--- config.mk ---
export PLATFORM = sky130hd
export DESIGN_NAME = rr_arbiter32
export DESIGN_NICKNAME = d
export VERILOG_FILES = /design/src/rtl/rr_arbiter32_pkg.sv /design/src/rtl/lsb_first_encoder32.sv /design/src/rtl/rr_arbiter32.sv
export SDC_FILE = /design/constraint.sdc
export NUM_CORES = 1
export LEC_CHECK = 0
export BUFFER_PORTS_ARGS = -buffer_cell sky130_fd_sc_hd__clkbuf_2
export CORE_MARGIN = 3
export CORE_UTILIZATION = 56
export DETAILED_ROUTE_END_ITERATION = 16
export PLACE_DENSITY = 0.86
export SYNTH_ARGS = -nofsm -noshare
export SYNTH_HDL_FRONTEND = slang
export SYNTH_SLANG_ARGS = --single-unit
--- constraint.sdc ---
create_clock -name clk -period 2.9 [get_ports clk]
set_clock_uncertainty 0.05 [all_clocks]
set_input_delay 0.58 -clock clk [delete_from_list [all_inputs] [get_ports clk]]
set_output_delay 0.58 -clock clk [all_outputs]
set_load 0.02 [all_outputs]
--- src/rtl/rr_arbiter32_pkg.sv ---
// Shared constants and FSM state type for the 32-way round-robin arbiter.
package rr_arbiter32_pkg;
  localparam int NREQ  = 32;
  localparam int IDX_W = 5;

  // After reset, index 31 counts as the last winner, so index 0 goes first.
  localparam logic [IDX_W-1:0] LAST_IDX_RST = 5'd31;

  typedef enum logic [1:0] {
    IDLE  = 2'd0,
    ARB   = 2'd1,
    GRANT = 2'd2
  } arb_state_t;
endpackage

--- src/rtl/lsb_first_encoder32.sv ---
// Combinational 32-to-5 priority encoder in which the lowest set index wins.
module lsb_first_encoder32
  import rr_arbiter32_pkg::*;
(
  input  logic [NREQ-1:0]  vec,
  output logic [IDX_W-1:0] idx,
  output logic             vld
);
  always_comb begin
    idx = '0;
    // Scan downward so the lowest set bit is the last one written.
    for (int i = NREQ - 1; i >= 0; i--)
      if (vec[i]) idx = IDX_W'(i);
  end

  assign vld = |vec;
endmodule

--- src/rtl/rr_arbiter32.sv ---
// Round-robin arbiter for 32 requesters: IDLE -> ARB -> GRANT with registered grant outputs.
// Define ARB_TIMEOUT_EN to revoke a grant after MAX_HOLD cycles.
module rr_arbiter32
  import rr_arbiter32_pkg::*;
#(
  parameter int MAX_HOLD = 16
) (
  input  logic             clk,
  input  logic             rst,
  input  logic [NREQ-1:0]  req,
  input  logic             done,
  output logic [NREQ-1:0]  grant,
  output logic [IDX_W-1:0] grant_idx,
  output logic             grant_valid,
  output logic             busy,
  output logic             timeout
);
  if (MAX_HOLD < 1) begin : g_bad_hold
    $error("MAX_HOLD must be at least 1");
  end

  arb_state_t       state_q, state_d;
  logic [IDX_W-1:0] win_idx_q, win_idx_d;
  logic [IDX_W-1:0] last_idx_q, last_idx_d;
  logic [NREQ-1:0]  grant_d;
  logic [IDX_W-1:0] grant_idx_d;
  logic             grant_valid_d;

  logic [NREQ-1:0]  hi_mask, masked_req;
  logic [IDX_W-1:0] m_idx, u_idx, sel_idx;
  logic             m_vld, u_vld;
  logic             release_c, revoke;

  // Only bits strictly above the last winner; empty when last_idx is 31.
  assign hi_mask    = ~({NREQ{1'b1}} >> (IDX_W'(NREQ - 1) - last_idx_q));
  assign masked_req = req & hi_mask;

  lsb_first_encoder32 u_enc_masked (.vec(masked_req), .idx(m_idx), .vld(m_vld));
  lsb_first_encoder32 u_enc_all    (.vec(req),        .idx(u_idx), .vld(u_vld));

  assign sel_idx   = m_vld ? m_idx : u_idx;
  assign release_c = done | ~req[win_idx_q];
  assign busy      = (state_q != IDLE);

`ifdef ARB_TIMEOUT_EN
  localparam int HOLD_W = $clog2(MAX_HOLD + 1);
  logic [HOLD_W-1:0] hold_q;
  logic              timeout_q;

  // The counter is zero in the first GRANT cycle and counts each GRANT cycle after it.
  assign revoke = (state_q == GRANT) && (hold_q == HOLD_W'(MAX_HOLD - 1));

  always_ff @(posedge clk) begin
    if (rst) begin
      hold_q    <= '0;
      timeout_q <= 1'b0;
    end else begin
      hold_q    <= (state_q == GRANT) ? hold_q + HOLD_W'(1) : '0;
      timeout_q <= revoke & ~release_c;
    end
  end

  assign timeout = timeout_q;
`else
  assign revoke  = 1'b0;
  assign timeout = 1'b0;
`endif

  always_ff @(posedge clk) begin
    if (rst) begin
      state_q     <= IDLE;
      win_idx_q   <= '0;
      last_idx_q  <= LAST_IDX_RST;
      grant       <= '0;
      grant_idx   <= '0;
      grant_valid <= 1'b0;
    end else begin
      state_q     <= state_d;
      win_idx_q   <= win_idx_d;
      last_idx_q  <= last_idx_d;
      grant       <= grant_d;
      grant_idx   <= grant_idx_d;
      grant_valid <= grant_valid_d;
    end
  end

  always_comb begin
    state_d       = state_q;
    win_idx_d     = win_idx_q;
    last_idx_d    = last_idx_q;
    grant_d       = grant;
    grant_idx_d   = grant_idx;
    grant_valid_d = grant_valid;
    case (state_q)
      IDLE: begin
        if (u_vld) begin
          win_idx_d = sel_idx;
          state_d   = ARB;
        end
      end
      ARB: begin
        // A withdrawn request leaves the rotation pointer untouched.
        if (req[win_idx_q]) begin
          grant_d            = '0;
          grant_d[win_idx_q] = 1'b1;
          grant_idx_d        = win_idx_q;
          grant_valid_d      = 1'b1;
          state_d            = GRANT;
        end else begin
          state_d = IDLE;
        end
      end
      GRANT: begin
        if (release_c || revoke) begin
          grant_d       = '0;
          grant_valid_d = 1'b0;
          last_idx_d    = win_idx_q;
          state_d       = IDLE;
        end
      end
      default: state_d = IDLE;
    endcase
  end
endmodule

==> impl_summary.md <==
Run status
The flow ran to the end, and the final reports show no timing, DRC or antenna violations.

Detailed routing
For this block, the initial DRC count from the detailed router was 360. The via count of the routed design is 3983. After detailed routing, the number of remaining DRC violations is 0. Using the TritonRoute via totals, the vias-per-cell ratio works out to 6.83. The wire length per cell is 20.7 µm. The total detailed-routing wirelength is 12100 µm. The count of nets left with antenna violations once routing finished came out at 0. The first detailed-routing pass took 5 iterations.

Setup path
STA puts the critical path data arrival time at 2930 ps. The worst reg-to-reg setup slack is 170 ps. STA classifies the critical path endpoint as a flop.

The kind of critical path is flop to flop. Traced cell by cell, the critical path runs through nor3b_1 -> a22oi_1 -> and3_4 -> a21o_4 -> nor4_2 -> a22o_1. The peak fanout along the critical path is 12. At the worst endpoint, the required time is 3100 ps. In this design, the stage delay of the slowest critical-path cell is 660 ps. The startpoint kind of the worst setup timing path is a flop. The highest-delay cell along the critical path is nor4_2. Counting cells, the worst reg-to-reg path comes to 6.

Timing
The worst pin sits at a relative slew slack of 0.416. The count of pins over their slew limit is 0. Setup repair after global routing left no endpoint under its margin. The maximum clock frequency is 0.366 GHz. The actual slew at the worst max-slew pin is 869 ps. Setup violations remaining at the end of the flow were counted as 0.

The number of hold-slack violations in the final timing report is 0. Setup total negative slack on the finished layout was measured at 0 ps. The minimum clock period after layout is 2730 ps.

The worst path meets setup with 170 ps of slack. Of the available clock period, the critical path in the final layout requires 0.941.

Global route
The all-layer global routing usage is 0.321. The number of antenna violations at the first check in global routing is 0. The first global-routing pass estimated 18900 µm of wire.

The via count of the first global-routing pass was 3727. Entering global routing, the biggest net connects 33 pins. The total overflow left after global routing is 0.

Clock tree
Clock tree synthesis inserted a total of 5 buffers. After clock tree synthesis, the clock-pin slew on the worst setup and hold paths is 100 ps. The clock tree synthesis step divided the H-tree into 2 levels. In this run the post-CTS setup repair buffer count came out at 0. The cell chosen for the clock root is clkbuf_8. TritonCTS built the clock tree.

The clock passes through at most 2 buffers. The clock reaches the later pin of the worst-skew pair after 310 ps. CTS saw 50 sinks.

Yosys
For this run, the number of Yosys warnings is 0. The instance count of the mapped netlist is 414. The most used flip-flop cell after synthesis is dfxtp_1. The portion of the post-synthesis area used by sequential elements is 0.280. The number of flops mapped to enable cells by yosys is 0. The synthesized netlist contains 71 unique library cells. The number of nets in the synthesized netlist is 449. The synthesized area per cell is 8.63 µm².

In this run, synthesis produced a sequential element count of 50. Summing every instance area after synthesis gives 3570 µm². After synthesis, the share of flip-flops with an asynchronous set or reset is 0.

Worst hold path
The worst hold-check path type is flop to flop. The worst hold path cell count is 1.

Pwr
The logic gate share of total power is 0.513. The power density over the cells is 668 nW/µm². The total leakage power is 1.86 nW. The relative contribution of sequential cells to total power is 0.309. The switching part of the total is 0.417.

The cell-internal power is 1.67 mW. Summed over all nets, the switching power comes to 1.20 mW. The highest ir drop seen on vdd is 0.538 mV. The part of the power in the clock network is 0.179.

Place
The number of cells after detailed placement is 575. Timing analysis after detailed placement gives a worst setup slack of 124 ps. The placed instance area is 4160 µm². The routability-driven placement congestion ratio is 0.919.

The number of I/O port buffers is 73. The half-perimeter wire length of the detailed placement result is 9150 µm.

Cells and area
The final instance count without filler cells is 583. Summing all non-filler instances in the final layout gives an area of 4290 µm². In the final layout, the share of cells above drive strength 1 is 0.285. The signed area change from the synthesized netlist to the final layout is 20.1%.

The number of antenna diodes in the final layout is 0. The number of nets in the layout is 542.

Floorplanning
The starting density of the core is 0.589. The die is 85.9 µm tall. The standard-cell row count is 28.

The x dimension of the die is 85.9 µm. The count of boundary I/O pins is 75. The floorplan step defined a die boundary enclosing 7370 µm². The core box area is 6060 µm².

Flow run
The reported max-cap violation count is 0.
flip-flops by register name (all words and copies together), names as in the netlist:
name         count
grant           32
grant_idx        5
grant_valid      1
last_idx_q       5
state_q          2
win_idx_q        5
power groups by stage:
stage                     clock [mW]  combinational (mW)  sequential, mW
after floorplan                    0                1.03           0.825
after global routing           0.541                1.58           0.895
final                          0.513                1.47           0.885
after detailed placement           0                1.42           0.891
after global placement             0                1.40           0.884
after CTS                      0.512                1.43           0.876
synth_stat cells, types with 5 or more instances:
cell,number,area (µm²)
a2111oi_0,5,43.8
dfxtp_1,50,1000
clkbuf_1,14,52.6
a21oi_1,24,120
nor2b_1,10,62.6
o211ai_1,7,52.6
a22oi_1,5,37.5
o21ai_0,17,85.1
nor2_1,30,113
nand2b_1,10,62.6
nand2_1,19,71.3
and2_1,5,31.3
mux4_1,7,184
a211oi_1,6,45.0
mux2i_1,6,60.1
nor4_1,14,87.6
and3_1,6,37.5
nor3_1,15,75.1
inv_1,15,56.3
buf_2,10,50.1
or2_2,5,31.3
a22o_1,34,298
o21bai_1,5,37.5
cells in the final DEF, fill, tap and decap left out, types with 7 or more instances in the layout:
master	n
o211ai_1	7
nand2_1	19
o21ai_0	17
a21oi_1	24
mux4_1	7
nor3_1	15
dfxtp_1	49
a22o_1	34
buf_4	45
clkbuf_2	73
nand2b_1	10
inv_1	15
nor2b_1	10
nor2_1	30
nor4_1	14
final timing paths:
check / startpoint / to
max: win_idx_q[4] / grant[0]
min: grant[17] / grant[17]
max reg2reg: win_idx_q[4] / grant[0]
min reg2reg: grant[17] / grant[17]
cell families (layout without fill, tap and decap cells):
group	after synthesis	in the layout	synth area share
compound gates	160	160	0.341
buf+inv	48	142	0.0788
flops	50	50	0.280
mux	14	14	0.0746
other cells	1	1	0.00105
simple gates	141	141	0.224
routing by layer:
layer  up-vias  wire [µm]  global-route usage
met4         0        337               0.104
met5         -          0                   0
met3        41       1020              0.0576
li1       1823          -                   -
met1      1876       4910               0.416
met2       243       5790               0.540
layout make-up:
cell class / count / area [µm²]
clock buffer: 5 / 68.8
clock inverter: 3 / 48.8
fill: 505 / 1770
inverter: 15 / 56.3
multi-input combinational: 316 / 2300
sequential: 50 / 1000
tap: 75 / 93.8
timing repair buffer: 119 / 723
per-stage QoR:
step / hold WS [ps] / total power [mW] / utilization
floorplan: 530 / 1.86 / -
global placement: 411 / 2.29 / 0.687
detailed placement: 417 / 2.31 / 0.687
CTS: 438 / 2.82 / 0.706
global route: 454 / 3.02 / 0.708
finish: 435 / 2.87 / 0.708
worst max-delay path, delay by kind of cell (launching register included):
kind | cells | cell delay [ps]
AOI/OAI and AO/OA | 3 | 690
DFF | 1 | 590
and+or+nand+nor | 3 | 1330
repair_timing:
item                                   in CTS  in global routing
setup endpoints to repair                   0                 29
endpoints found under the hold margin       0                  0
gates resized for setup                     0                  2
hold buffers                                0                  0
(Power assumes the default switching activity.)
